--- config.mk ---
export PLATFORM = sky130hd
export DESIGN_NAME = nt_node_activity_monitor
export DESIGN_NICKNAME = d
export VERILOG_FILES = /design/src/rtl/nt_mon_pkg.sv /design/src/rtl/nt_sat_counter.sv /design/src/rtl/nt_node_activity_monitor.sv
export SDC_FILE = /design/constraint.sdc
export NUM_CORES = 1
export LEC_CHECK = 0
export ABC_AREA = 1
export CORE_ASPECT_RATIO = 1.5
export CORE_MARGIN = 2
export CORE_UTILIZATION = 55
export DETAILED_ROUTE_END_ITERATION = 8
export PLACE_DENSITY = 0.81
export SLEW_MARGIN = 20
export SYNTH_ARGS = -nofsm -noshare
export SYNTH_HDL_FRONTEND = slang
export SYNTH_SLANG_ARGS = --single-unit
export TNS_END_PERCENT = 50
--- constraint.sdc ---
create_clock -name I1470 -period 8 [get_ports I1470]
set_input_delay 1.6 -clock I1470 [delete_from_list [all_inputs] [get_ports I1470]]
set_output_delay 1.6 -clock I1470 [all_outputs]
set_load 0.02 [all_outputs]
--- src/rtl/nt_mon_pkg.sv ---
// Shared types, default widths and helpers for the Nt-node activity monitor.
package nt_mon_pkg;

   typedef enum logic [1:0] {
      IDLE  = 2'd0,
      COUNT = 2'd1,
      ALARM = 2'd2
   } state_e;

   localparam int DEF_WIN_W   = 8;
   localparam int DEF_CNT_W   = 8;
   localparam int DEF_STAMP_W = 16;

   // Callers zero-extend to 32 bits and pass their all-ones ceiling as max_val.
   function automatic logic [31:0] sat_inc(input logic [31:0] val,
                                           input logic [31:0] max_val,
                                           input logic        inc);
      return (inc && (val != max_val)) ? val + 32'd1 : val;
   endfunction

endpackage

--- src/rtl/nt_sat_counter.sv ---
// Saturating up-counter with synchronous clear (highest priority) and hold.
module nt_sat_counter
   import nt_mon_pkg::*;
#(
   parameter int W = DEF_CNT_W
) (
   input  logic         clk_sys,
   input  logic         rst_b,
   input  logic         clr,
   input  logic         inc,
   input  logic         hold,
   output logic [W-1:0] count
);

   always_ff @(posedge clk_sys or negedge rst_b) begin
      if (!rst_b) begin
         count <= '0;
      end else if (clr) begin
         count <= '0;
      end else if (!hold) begin
         count <= W'(sat_inc(32'(count), 32'({W{1'b1}}), inc));
      end
   end

endmodule

--- src/rtl/nt_node_activity_monitor.sv ---
// Windowed hit/toggle monitor for a single Nt-node output with latched,
// time-stamped alarm when a window's hit count reaches the threshold.
//
//   state | meaning
//   IDLE  | not monitoring; counters show the last values
//   COUNT | sampling node_s into the current window
//   ALARM | threshold reached; counters and stamp frozen until alarm_ack
module nt_node_activity_monitor
   import nt_mon_pkg::*;
#(
   parameter int WIN_W   = DEF_WIN_W,
   parameter int CNT_W   = DEF_CNT_W,
   parameter int STAMP_W = DEF_STAMP_W
) (
   input  logic               I1470,
   input  logic               I1477,
   input  logic               node_in,
   input  logic               en,
   input  logic [WIN_W-1:0]   window_len,
   input  logic [CNT_W-1:0]   threshold,
   input  logic               alarm_ack,
   output logic               alarm,
   output logic [CNT_W-1:0]   hit_count,
   output logic [CNT_W-1:0]   toggle_count,
   output logic [STAMP_W-1:0] stamp,
   output logic               busy
);

   state_e             state;
   state_e             state_nxt;
   logic               node_s;
   logic               prev_node;
   logic [WIN_W-1:0]   win_pos;
   logic [WIN_W-1:0]   win_last;
   logic [STAMP_W-1:0] cyc;
   logic [CNT_W-1:0]   hit_nxt;
   logic               win_close;
   logic               cnt_clr;
   logic               cnt_hold;
   logic               pos_clr;
   logic               alarm_set;
   logic               alarm_clr;

   // A zero length behaves as a one-cycle window.
   assign win_last  = (window_len == '0) ? '0 : window_len - 1'b1;
   assign win_close = (win_pos == win_last);
   assign hit_nxt   = CNT_W'(sat_inc(32'(hit_count), 32'({CNT_W{1'b1}}), node_s));
   assign busy      = (state != IDLE);

   always_comb begin
      state_nxt = state;
      cnt_clr   = 1'b0;
      cnt_hold  = 1'b1;
      pos_clr   = 1'b0;
      alarm_set = 1'b0;
      alarm_clr = 1'b0;
      case (state)
         IDLE: begin
            if (en) begin
               state_nxt = COUNT;
               cnt_clr   = 1'b1;
               pos_clr   = 1'b1;
            end
         end
         COUNT: begin
            if (!en) begin
               state_nxt = IDLE;
            end else begin
               cnt_hold = 1'b0;
               // The closing sample is counted before the threshold decision.
               if (win_close) begin
                  if (hit_nxt >= threshold) begin
                     state_nxt = ALARM;
                     alarm_set = 1'b1;
                  end else begin
                     cnt_clr = 1'b1;
                     pos_clr = 1'b1;
                  end
               end
            end
         end
         ALARM: begin
            if (alarm_ack) begin
               alarm_clr = 1'b1;
               if (en) begin
                  state_nxt = COUNT;
                  cnt_clr   = 1'b1;
                  pos_clr   = 1'b1;
               end else begin
                  state_nxt = IDLE;
               end
            end
         end
         default: state_nxt = IDLE;
      endcase
   end

   always_ff @(posedge I1470 or negedge I1477) begin
      if (!I1477) begin
         state     <= IDLE;
         node_s    <= 1'b0;
         prev_node <= 1'b0;
         cyc       <= '0;
         win_pos   <= '0;
         alarm     <= 1'b0;
         stamp     <= '0;
      end else begin
         state     <= state_nxt;
         node_s    <= node_in;
         prev_node <= node_s;
         cyc       <= cyc + 1'b1;
         if (pos_clr) begin
            win_pos <= '0;
         end else if ((state == COUNT) && en) begin
            win_pos <= win_pos + 1'b1;
         end
         if (alarm_set) begin
            alarm <= 1'b1;
            stamp <= cyc;
         end else if (alarm_clr) begin
            alarm <= 1'b0;
         end
      end
   end

   nt_sat_counter #(.W(CNT_W)) u_hit_cnt (
      .clk_sys (I1470),
      .rst_b   (I1477),
      .clr     (cnt_clr),
      .inc     (node_s),
      .hold    (cnt_hold),
      .count   (hit_count)
   );

   nt_sat_counter #(.W(CNT_W)) u_tog_cnt (
      .clk_sys (I1470),
      .rst_b   (I1477),
      .clr     (cnt_clr),
      .inc     (node_s ^ prev_node),
      .hold    (cnt_hold),
      .count   (toggle_count)
   );

endmodule

==> results of run 1 <==
==> flip-flops by register name, summed over array words and instances (netlist names) <==
name             cells
cyc                 16
stamp               16
u_hit_cnt.count      8
u_tog_cnt.count      8
win_pos              8
state                2
alarm                1
node_s               1
prev_node            1
==> per-layer routing <==
layer / share of wire / GRT usage
met5: 0 / 0
met4: 0.023 / 0.107
met3: 0.036 / 0.0414
met2: 0.52 / 0.377
met1: 0.42 / 0.235
==> power by group through the flow <==
stage	Clock [mW]	Combinational, mW	Sequential (mW)
6_report	0.294	0.232	0.357
5_1_grt	0.314	0.265	0.361
4_1_cts	0.296	0.236	0.357
3_5_place_dp	0	0.234	0.363
3_3_place_gp	0	0.225	0.362
2_1_floorplan	0	0.144	0.371
==> final cells by class <==
| cell class | instances | share of cell area |
|---|---|---|
| Inverter | 63 | 0.0545 |
| Tap cell | 74 | 0.0214 |
| Sequential cell | 61 | 0.352 |
| Clock buffer | 11 | 0.0326 |
| Multi-Input combinational cell | 295 | 0.396 |
| Clock inverter | 4 | 0.0167 |
| Timing Repair Buffer | 56 | 0.127 |
==> cells by family after synthesis <==
group,Yosys count
AND/OR/NAND/NOR,198
buffers and inverters,73
XOR/XNOR,35
AO/OA/AOI/OAI,45
adder cells (fa/ha/maj),17
flip-flops,61
==> stage by stage <==
step	util	hold WS (ns)
final	0.702	0.471
after global routing	0.702	0.485
after CTS	0.702	0.462
after detailed placement	0.668	0.444
after global placement	0.668	0.437
after floorplan	-	0.395
==> final timing paths <==
| check | depth (start not counted) | start | endpoint |
|---|---|---|---|
| max in group asynchronous | 2 | I1477 | stamp[15] |
| worst max-delay path | 18 | window_len[0] | win_pos[6] |
| min in group asynchronous | 2 | I1477 | cyc[0] |
| worst max register to register | 18 | u_hit_cnt.count[1] | win_pos[6] |
| worst min register to register | 1 | cyc[15] | cyc[15] |
| worst min-delay path | 1 | cyc[15] | cyc[15] |
==> critical path: stages <==
cell,delay (ns)
clkdlybuf4s50_1,0.42
inv_1,0.15
ha_1,0.27
nand2_1,0.09
nor2_2,0.11
nand2_2,0.13
nand2_1,0.08
nand2_1,0.06
nand2_1,0.06
nand3_1,0.09
nor2_2,0.11
nand4_1,0.08
nand2_1,0.06
nand2_1,0.04
nand2_1,0.27
nand2_2,0.37
nand3_1,0.19
nand2_1,0.07
==> Yosys cell counts (2+ instances only) <==
cell type,number
o31ai_1,2
buf_6,4
o21a_1,2
xnor2_1,2
dfrtp_1,61
nand3_1,48
nor2_2,5
a21oi_1,16
nand2_2,6
nor3_1,6
nand3b_1,3
buf_2,3
o21ai_0,6
o21ai_2,16
o21ai_1,2
nand2_1,95
inv_2,2
nor4_1,2
inv_1,61
xor2_1,33
nor2_1,20
ha_1,17
nand4_1,9
clkbuf_1,3
==> results.toml, run 1 <==
[logic_synthesis]
synth.top_cell.area_share = 0.430
synth_xor_area_frac = 0.0863
synthFlopType = "dfrtp_1"
yosys.area_share.simple = 0.254
synth.area.top_cells = "dfrtp_1, nand2_1, xor2_1, nand3_1, inv_1"
netlist_area_um2 = 3550
async_flop_share = 1.00
ys_ff_latch = 61
synthesis.instances = 429
syn_nets = 467
synth-seq-area-share = 0.430
synth_fa_ha_area_frac = 0.0599
synth_warnings = 0
synth_cell_type_count = 29
synth_top_area_cell = "dfrtp_1"
synth_compound_area_frac = 0.0835
synth_top_family_by_area = "simple AND/OR/NAND/NOR gates"
synth_edf_count = 0
synth_mux_area_frac = 0
avgSynthCellArea_um2 = 8.28

[drt]
wl_um = 7080
first_pass_iters = 4
drcViolationCount = 0
avgRoutedWirePerCell_um = 12.6
viasPerCell = 5.22
antenna_left = 0
dr_total_vias = 2942
drt_iter0_markers = 120

[clocking]
clock_latency_ns = 0.32
cts_buffers = 9
clk_pin_slew_worst_paths_ns = 0.06
htreeDepth = 3
hold_buffers = 0
clk_path_buf_depth = 2
cts.repair_timing.setup_buffer_count = 0
clock-sinks = 61
cts_root_buffer = "clkbuf_8"
cts_resized = 0
cts_tree = "yes"

[global_route]
antenna_found_initial = 0
grt_pass1_wl_um = 12100
overflow = 0
grt_usage = 0.209
grt_pass1_vias = 2868
grt_max_degree = 62

[critical_path]
cp-start-kind = "input pin"
ff2ff_setup_slack_ns = 4.28
worst-setup-path-type = "in -> reg"
crit_path_end_kind = "flip-flop"
arrival_ns = 4.25
crit_required_ns = 8.21
path_max_fanout = 27

[power_and_ir_drop]
seqPwrFrac = 0.404
switchingPower_uw = 282
clkPwrFrac = 0.333
ir_worst_vdd_mv = 0.149
swShare = 0.320
total_leakage_power_nw = 2.17
power_uw = 883
intPower_uw = 601
combPwrFrac = 0.263
cellPowerDensity_nw_per_um2 = 204

[die]
die_area_um2 = 7130
die_x_um = 69.6
io-pin-count = 55
initial_core_util = 0.575
die_h_um = 102
core_area_um2 = 6170
rows = 35

[cells_and_area]
final_cell_mix = "nand2_1, inv_1, dfrtp_1"
register_area_um2 = 1530
drive_gt1_frac = 0.100
final_area_um2 = 4340
final_common_cell = "nand2_1"
multiInputGateArea_um2 = 1720
final_cells = 564
finalNetCount = 524
diodes = 0
fill_cells = 511
syn_to_final_growth_pct = 22.1

[sta]
tns_ns = 0
final_hold_viol_count = 0
fin_crit_sh = 0.505
timing.fmax_ghz = 0.247
drv_slew = 0
fin_crit_ns = 4.04
finalSetupViolations = 0
rsz0062_at_grt = "no"
timing.final.ws_setup_ns = 3.96
worst_pin_slew_ns = 0.741
maxSlewHeadroom = 0.506
fin_skew_ns = 0.00688

[placement]
numPortBuffers = 54
gp_congestion = 0.829
pre_cts_slack_ns = 3.62
dp_hpwl_um = 5360
dp_cells = 549
placed_area_um2 = 4120

[job]
drv_cap = 0

[outcome]
outcome = "completed"

[min_path]
hp-class = "reg -> reg"
(Power assumes the default switching activity.)
==> run 2, diff against run 1 <==
--- a/config.mk
+++ b/config.mk
@@ -8,9 +8,9 @@
 export ABC_AREA = 1
 export CORE_ASPECT_RATIO = 1.5
 export CORE_MARGIN = 2
-export CORE_UTILIZATION = 55
+export CORE_UTILIZATION = 54
 export DETAILED_ROUTE_END_ITERATION = 8
-export PLACE_DENSITY = 0.81
+export PLACE_DENSITY = 0.8
 export SLEW_MARGIN = 20
 export SYNTH_ARGS = -nofsm -noshare
 export SYNTH_HDL_FRONTEND = slang
==> constraint.sdc (replaced) <==
create_clock -name I1470 -period 3.8 [get_ports I1470]
set_input_delay 0.76 -clock I1470 [delete_from_list [all_inputs] [get_ports I1470]]
set_output_delay 0.76 -clock I1470 [all_outputs]
set_load 0.02 [all_outputs]
==> run 2 against run 1 <==
  * Critical path depth did not move
  * Via count rose by 0.58%
  * Sequential share of layout area fell by 0.051 points
  * Register-to-register slack got worse by 3.9 ns
  * Sequential power rose by 110%
  * Cell count rose by 1.1%
  * Count of clock-buffer cells in the layout fell by 1
  * First-iteration DRC count rose by 17%
  * Critical endpoint is now u_hit_cnt.count[5]
  * Largest power group unchanged
  * Highest routed layer unchanged
==> results.toml, run 2 (same netlist as run 1, synthesis figures left out) <==
[outcome]
outcome = "completed"

[critical_path]
crit_buf_inv = 0
cp_cell_sequence = "ha_1 -> nand4_1 -> nand2_1 -> nor3_2 -> nand4_1 -> xor2_1 -> ha_1 -> a21oi_1 -> o21a_1 -> nand3_1 -> nor2_1 -> nand4_1 -> nand2_1 -> nand2_1 -> nand2_1 -> nand2_2 -> nand3_1 -> nand2_1"
critPathLaunch = "u_hit_cnt.count[1]"
cp-start-kind = "flip-flop"
crit_path_end_kind = "flip-flop"
path_max_fanout = 27
r2r-end = "u_hit_cnt.count[5]"
crit_required_ns = 4.01
cpLargestDelayFamily = "simple AND/OR/NAND/NOR gates"
worst-setup-path-type = "reg -> reg"
max_stage_delay_ns = 0.43
path_common_cell = "nand2_1"
reg2reg_from = "u_hit_cnt.count[1]"
arrival_ns = 3.59
ff2ff_path_depth = 18
critPathSlowestCell = "dfrtp_1"
path_depth = 18
endpoint = "u_hit_cnt.count[5]"
ff2ff_setup_slack_ns = 0.42

[placement]
gp_congestion = 0.870
numPortBuffers = 54
placed_area_um2 = 4160
dp_hpwl_um = 5500

[cells_and_area]
final_common_cell = "nand2_1"
drive_gt1_frac = 0.109
final_cell_mix = "nand2_1, inv_1, dfrtp_1"
final_area_um2 = 4340
finalNetCount = 528
fill_cells = 513
syn_to_final_growth_pct = 22.3
diodes = 0
largest_registers = "cyc x16, stamp x16"

[global_route]
grt_pass1_vias = 2950
grt_pass1_wl_um = 12500
overflow = 0
grt_usage = 0.216
antenna_found_initial = 0
grt_max_degree = 49

[power_and_ir_drop]
cellPowerDensity_nw_per_um2 = 414
ir_worst_vdd_mv = 0.253
total_leakage_power_nw = 2.17

[clocking]
clock_latency_ns = 0.33
cts_buffers = 9
cts_tree = "yes"
htreeDepth = 3
clk_pin_slew_worst_paths_ns = 0.07
clk_path_buf_depth = 2
cts_root_buffer = "clkbuf_8"
clock-sinks = 61

[die]
rows = 36
die_x_um = 70.2
die_area_um2 = 7250
initial_core_util = 0.551
io-pin-count = 55
die_h_um = 103
core_area_um2 = 6440

[drt]
dr_total_vias = 2959
wl_um = 7270
drt_iter0_markers = 140
antenna_left = 0
avgRoutedWirePerCell_um = 12.8
viasPerCell = 5.19
first_pass_iters = 4
drcViolationCount = 0

[sta]
timing.fmax_ghz = 0.296
fin_crit_sh = 0.890
maxSlewHeadroom = 0.617
rsz0062_at_grt = "no"
worst_pin_slew_ns = 0.575
finalSetupViolations = 0
final_hold_viol_count = 0
fin_crit_ns = 3.38
fin_skew_ns = 0.0114
tns_ns = 0
drv_slew = 0

[job]
drv_cap = 0

[min_path]
hp-class = "in -> async"
## run 2: changes by cell type in the layout (fill, tap and decap cells not counted), sizes merged
cell    before  now
clkinv       1    3
bufinv       2    1
buf          3    7
clkbuf      11   10
## run 2: how the worst min path moves through the flow
stage / cells after the start / end / start
floorplan: 0 / prev_node / node_s
global placement: 0 / prev_node / node_s
detailed placement: 0 / prev_node / node_s
CTS: 0 / prev_node / node_s
global route: 1 / cyc[0] / I1477
finish: 1 / cyc[1] / I1477
## run 2: final cells by class
type	instances	area, µm²	share of cell area
inverter	63	236	0.0545
multi-input combinational	295	1720	0.396
sequential	61	1530	0.351
clock buffer	10	128	0.0294
clock inverter	5	52.6	0.0121
tap	76	95.1	0.0219
timing repair buffer	60	583	0.134
## run 2: report_power, final
part | internal [mW] | total [mW] | switching, mW
registers | 0.696 | 0.752 | 0.0561
logic | 0.202 | 0.512 | 0.310
clock network | 0.296 | 0.535 | 0.240
## run 2: stage by stage
stage          cells  total power, mW  utilization  hold WS (ns)  worst slack, ns
2_1_floorplan    429             1.08            -         0.395            0.840
3_3_place_gp     555             1.26        0.645         0.432            0.367
3_5_place_dp     555             1.28        0.645         0.432            0.287
4_1_cts          570             1.81        0.673         0.447            0.263
5_1_grt          570             1.92        0.674         0.466           0.0658
6_report         570             1.80        0.674         0.428            0.417
## run 2: what timing repair did
action | in CTS | in global routing
buffers inserted | 0 | 0
setup endpoints to repair | 0 | 14
hold buffers | 0 | 0
gates resized for setup | 0 | 1
## run 2: per-layer routing
layer | global-route usage | up-vias | part of all wire
li1 | - | 1499 | -
met1 | 0.235 | 1386 | 0.41
met2 | 0.409 | 66 | 0.54
met3 | 0.0455 | 8 | 0.038
met4 | 0.0873 | 0 | 0.011
met5 | 0 | - | 0
==> run 3, diff against run 2 <==
--- a/config.mk
+++ b/config.mk
@@ -5,7 +5,6 @@
 export SDC_FILE = /design/constraint.sdc
 export NUM_CORES = 1
 export LEC_CHECK = 0
-export ABC_AREA = 1
 export CORE_ASPECT_RATIO = 1.5
 export CORE_MARGIN = 2
 export CORE_UTILIZATION = 54
==> run 3 against run 2 <==
  * Flip-flop and latch count is the same
  * Non-clock buffer count increased by 14
  * Worst setup slack worse by 0.16 ns
  * Clock skew decreased by 0.0022 ns
  * Largest power group unchanged
==> results.toml, run 3 <==
[outcome]
outcome = "completed"

[logic_synthesis]
syn_nets = 376
synth_top_area_cell = "dfrtp_1"
ys_ff_latch = 61
synth_warnings = 0
synthesis.instances = 338
netlist_top_cells_count = "dfrtp_1, nand2_1, nor3_1"
synth_edf_count = 0
synth_cell_type_count = 52
synth.top_cell.area_share = 0.437
avgSynthCellArea_um2 = 10.3
synth-seq-area-share = 0.437
netlist_area_um2 = 3490
async_flop_share = 1.00
synth.area.top_cells = "dfrtp_1, xnor2_1, ha_1, xor2_1, nor3_1"
synthFlopType = "dfrtp_1"
yosysMostFrequentCell = "dfrtp_1"

[clocking]
hold_buffers = 0
cts.repair_timing.setup_buffer_count = 0
clk_pin_slew_worst_paths_ns = 0.07
cts_root_buffer = "clkbuf_8"
clock_latency_ns = 0.35
cts_tree = "yes"
cts_buffers = 9
htreeDepth = 3
clk_path_buf_depth = 2
clock-sinks = 61

[power_and_ir_drop]
total_leakage_power_nw = 2.01
cellPowerDensity_nw_per_um2 = 376
ir_worst_vdd_mv = 0.288

[cells_and_area]
final_cell_mix = "dfrtp_1, clkdlybuf4s50_1, nand2_1"
fin_util = 0.713
drive_gt1_frac = 0.154
largest_registers = "cyc x16, stamp x16"
diodes = 0
final_common_cell = "dfrtp_1"
final_area_um2 = 4430
finalNetCount = 449
final_cells = 490
syn_to_final_growth_pct = 27.1

[sta]
fin_skew_ns = 0.00917
drv_slew = 0
timing.fmax_ghz = 0.282
maxSlewHeadroom = 0.571
timing.final.ws_setup_ns = 0.255
worst_pin_slew_ns = 0.638
fin_crit_ns = 3.54
finalSetupViolations = 0
final_hold_viol_count = 0
tns_ns = 0
fin_crit_sh = 0.933
rsz0062_at_grt = "no"

[placement]
placed_area_um2 = 4210
gp_congestion = 0.831
dp_cells = 474
pre_cts_slack_ns = 0.136
dp_hpwl_um = 5570
numPortBuffers = 54

[critical_path]
crit_path_end_kind = "flip-flop"
cp_cell_sequence = "ha_1 -> and3_1 -> and3_1 -> a31oi_2 -> buf_4 -> mux2_2 -> ha_1 -> a21o_1 -> a21oi_1 -> nor2b_1 -> o21ai_1 -> buf_4 -> nor3_4 -> buf_12 -> mux2_2"
path_max_fanout = 17
crit_required_ns = 4.03
arrival_ns = 3.77
cp-start-kind = "flip-flop"
worst-setup-path-type = "reg -> reg"
critPathSlowestCell = "dfrtp_1"
max_stage_delay_ns = 0.39

[global_route]
overflow = 0
grt_pass1_wl_um = 13600
grt_pass1_vias = 2915
grt_max_degree = 40
grt_usage = 0.241
antenna_found_initial = 0

[drt]
drt_iter0_markers = 101
drcViolationCount = 0
wl_um = 7900
first_pass_iters = 4
dr_total_vias = 2729
avgRoutedWirePerCell_um = 16.1
antenna_left = 0
viasPerCell = 5.57

[die]
io-pin-count = 55
initial_core_util = 0.561
core_area_um2 = 6220
die_x_um = 69.6
rows = 35
die_h_um = 102
die_area_um2 = 7130

[job]
drv_cap = 0

[min_path]
hp-class = "in -> async"
## run 3: cell types whose count changed after synthesis, sizes merged, moves of 9 or more
cell   change
nand2     -68
inv       -43
nand3     -40
xnor2     +26
nor3      +23
o21ai     -19
mux2      +17
xor2      -13
a21oi     -10
nor2       -9
## run 3: metrics by stage
stage                     hold WS (ns)  power (mW)
final                            0.387        1.67
after global routing             0.418        1.75
after CTS                        0.391        1.68
after detailed placement         0.415        1.09
after global placement           0.407        1.07
after floorplan                  0.393       0.938
## run 3: worst max-delay path, delay by kind of cell (launching register included)
kind,cells,cell delay [ns]
AOI/OAI and AO/OA,4,0.48
adders and majority gates,2,0.51
buffers and inverters,3,0.58
DFF,1,0.39
muxes,2,0.71
and+or+nand+nor,4,0.76
## run 3: path summary, 6_finish.rpt
kind	start	to	slack (ns)	cells after the start
setup / recovery	u_hit_cnt.count[0]	stamp[2]	0.26	15
hold / removal	I1477	stamp[5]	0.39	1
setup reg to reg	u_hit_cnt.count[0]	stamp[2]	0.26	15
hold reg to reg	node_s	prev_node	0.42	0
max in group asynchronous	I1477	u_tog_cnt.count[5]	2.52	2
min in group I1470	node_s	prev_node	0.42	0
## run 3: where the power goes
group	internal [mW]	total (mW)	switching [mW]	leakage [nW]
logic	0.166	0.367	0.201	1.08
clock network	0.322	0.581	0.259	0.0995
registers	0.678	0.718	0.0403	0.829
## run 3: logic make-up (layout without fill, tap and decap cells)
group / after synthesis / in the layout / synth area share
mux: 21 / 21 / 0.0760
simple gates: 130 / 130 / 0.200
fa+ha+maj: 17 / 17 / 0.0610
flops: 61 / 61 / 0.437
buf+inv: 32 / 110 / 0.0441
xor+xnor: 49 / 49 / 0.127
compound gates: 28 / 28 / 0.0541
## run 3: final cells by class
class | instances | area (µm²)
multi-input cells | 245 | 1830
fillers | 467 | 1780
flip-flops and latches | 61 | 1530
repair buffers | 74 | 711
clock buffers | 11 | 141
well taps | 74 | 92.6
inverters | 20 | 75.1
clock inverters | 5 | 60.1
## run 3: repair_timing
item                                   4_1_cts  5_1_grt
endpoints found under the hold margin        0        0
resized for setup                            0        4
setup endpoints to repair                    0       36
## run 3: per-layer routing
metal,share of wire,global-route usage,routed length [µm]
met2,0.53,0.438,4210
met3,0.040,0.0454,319
met4,0.020,0.111,158
met5,0,0,0
met1,0.41,0.276,3220
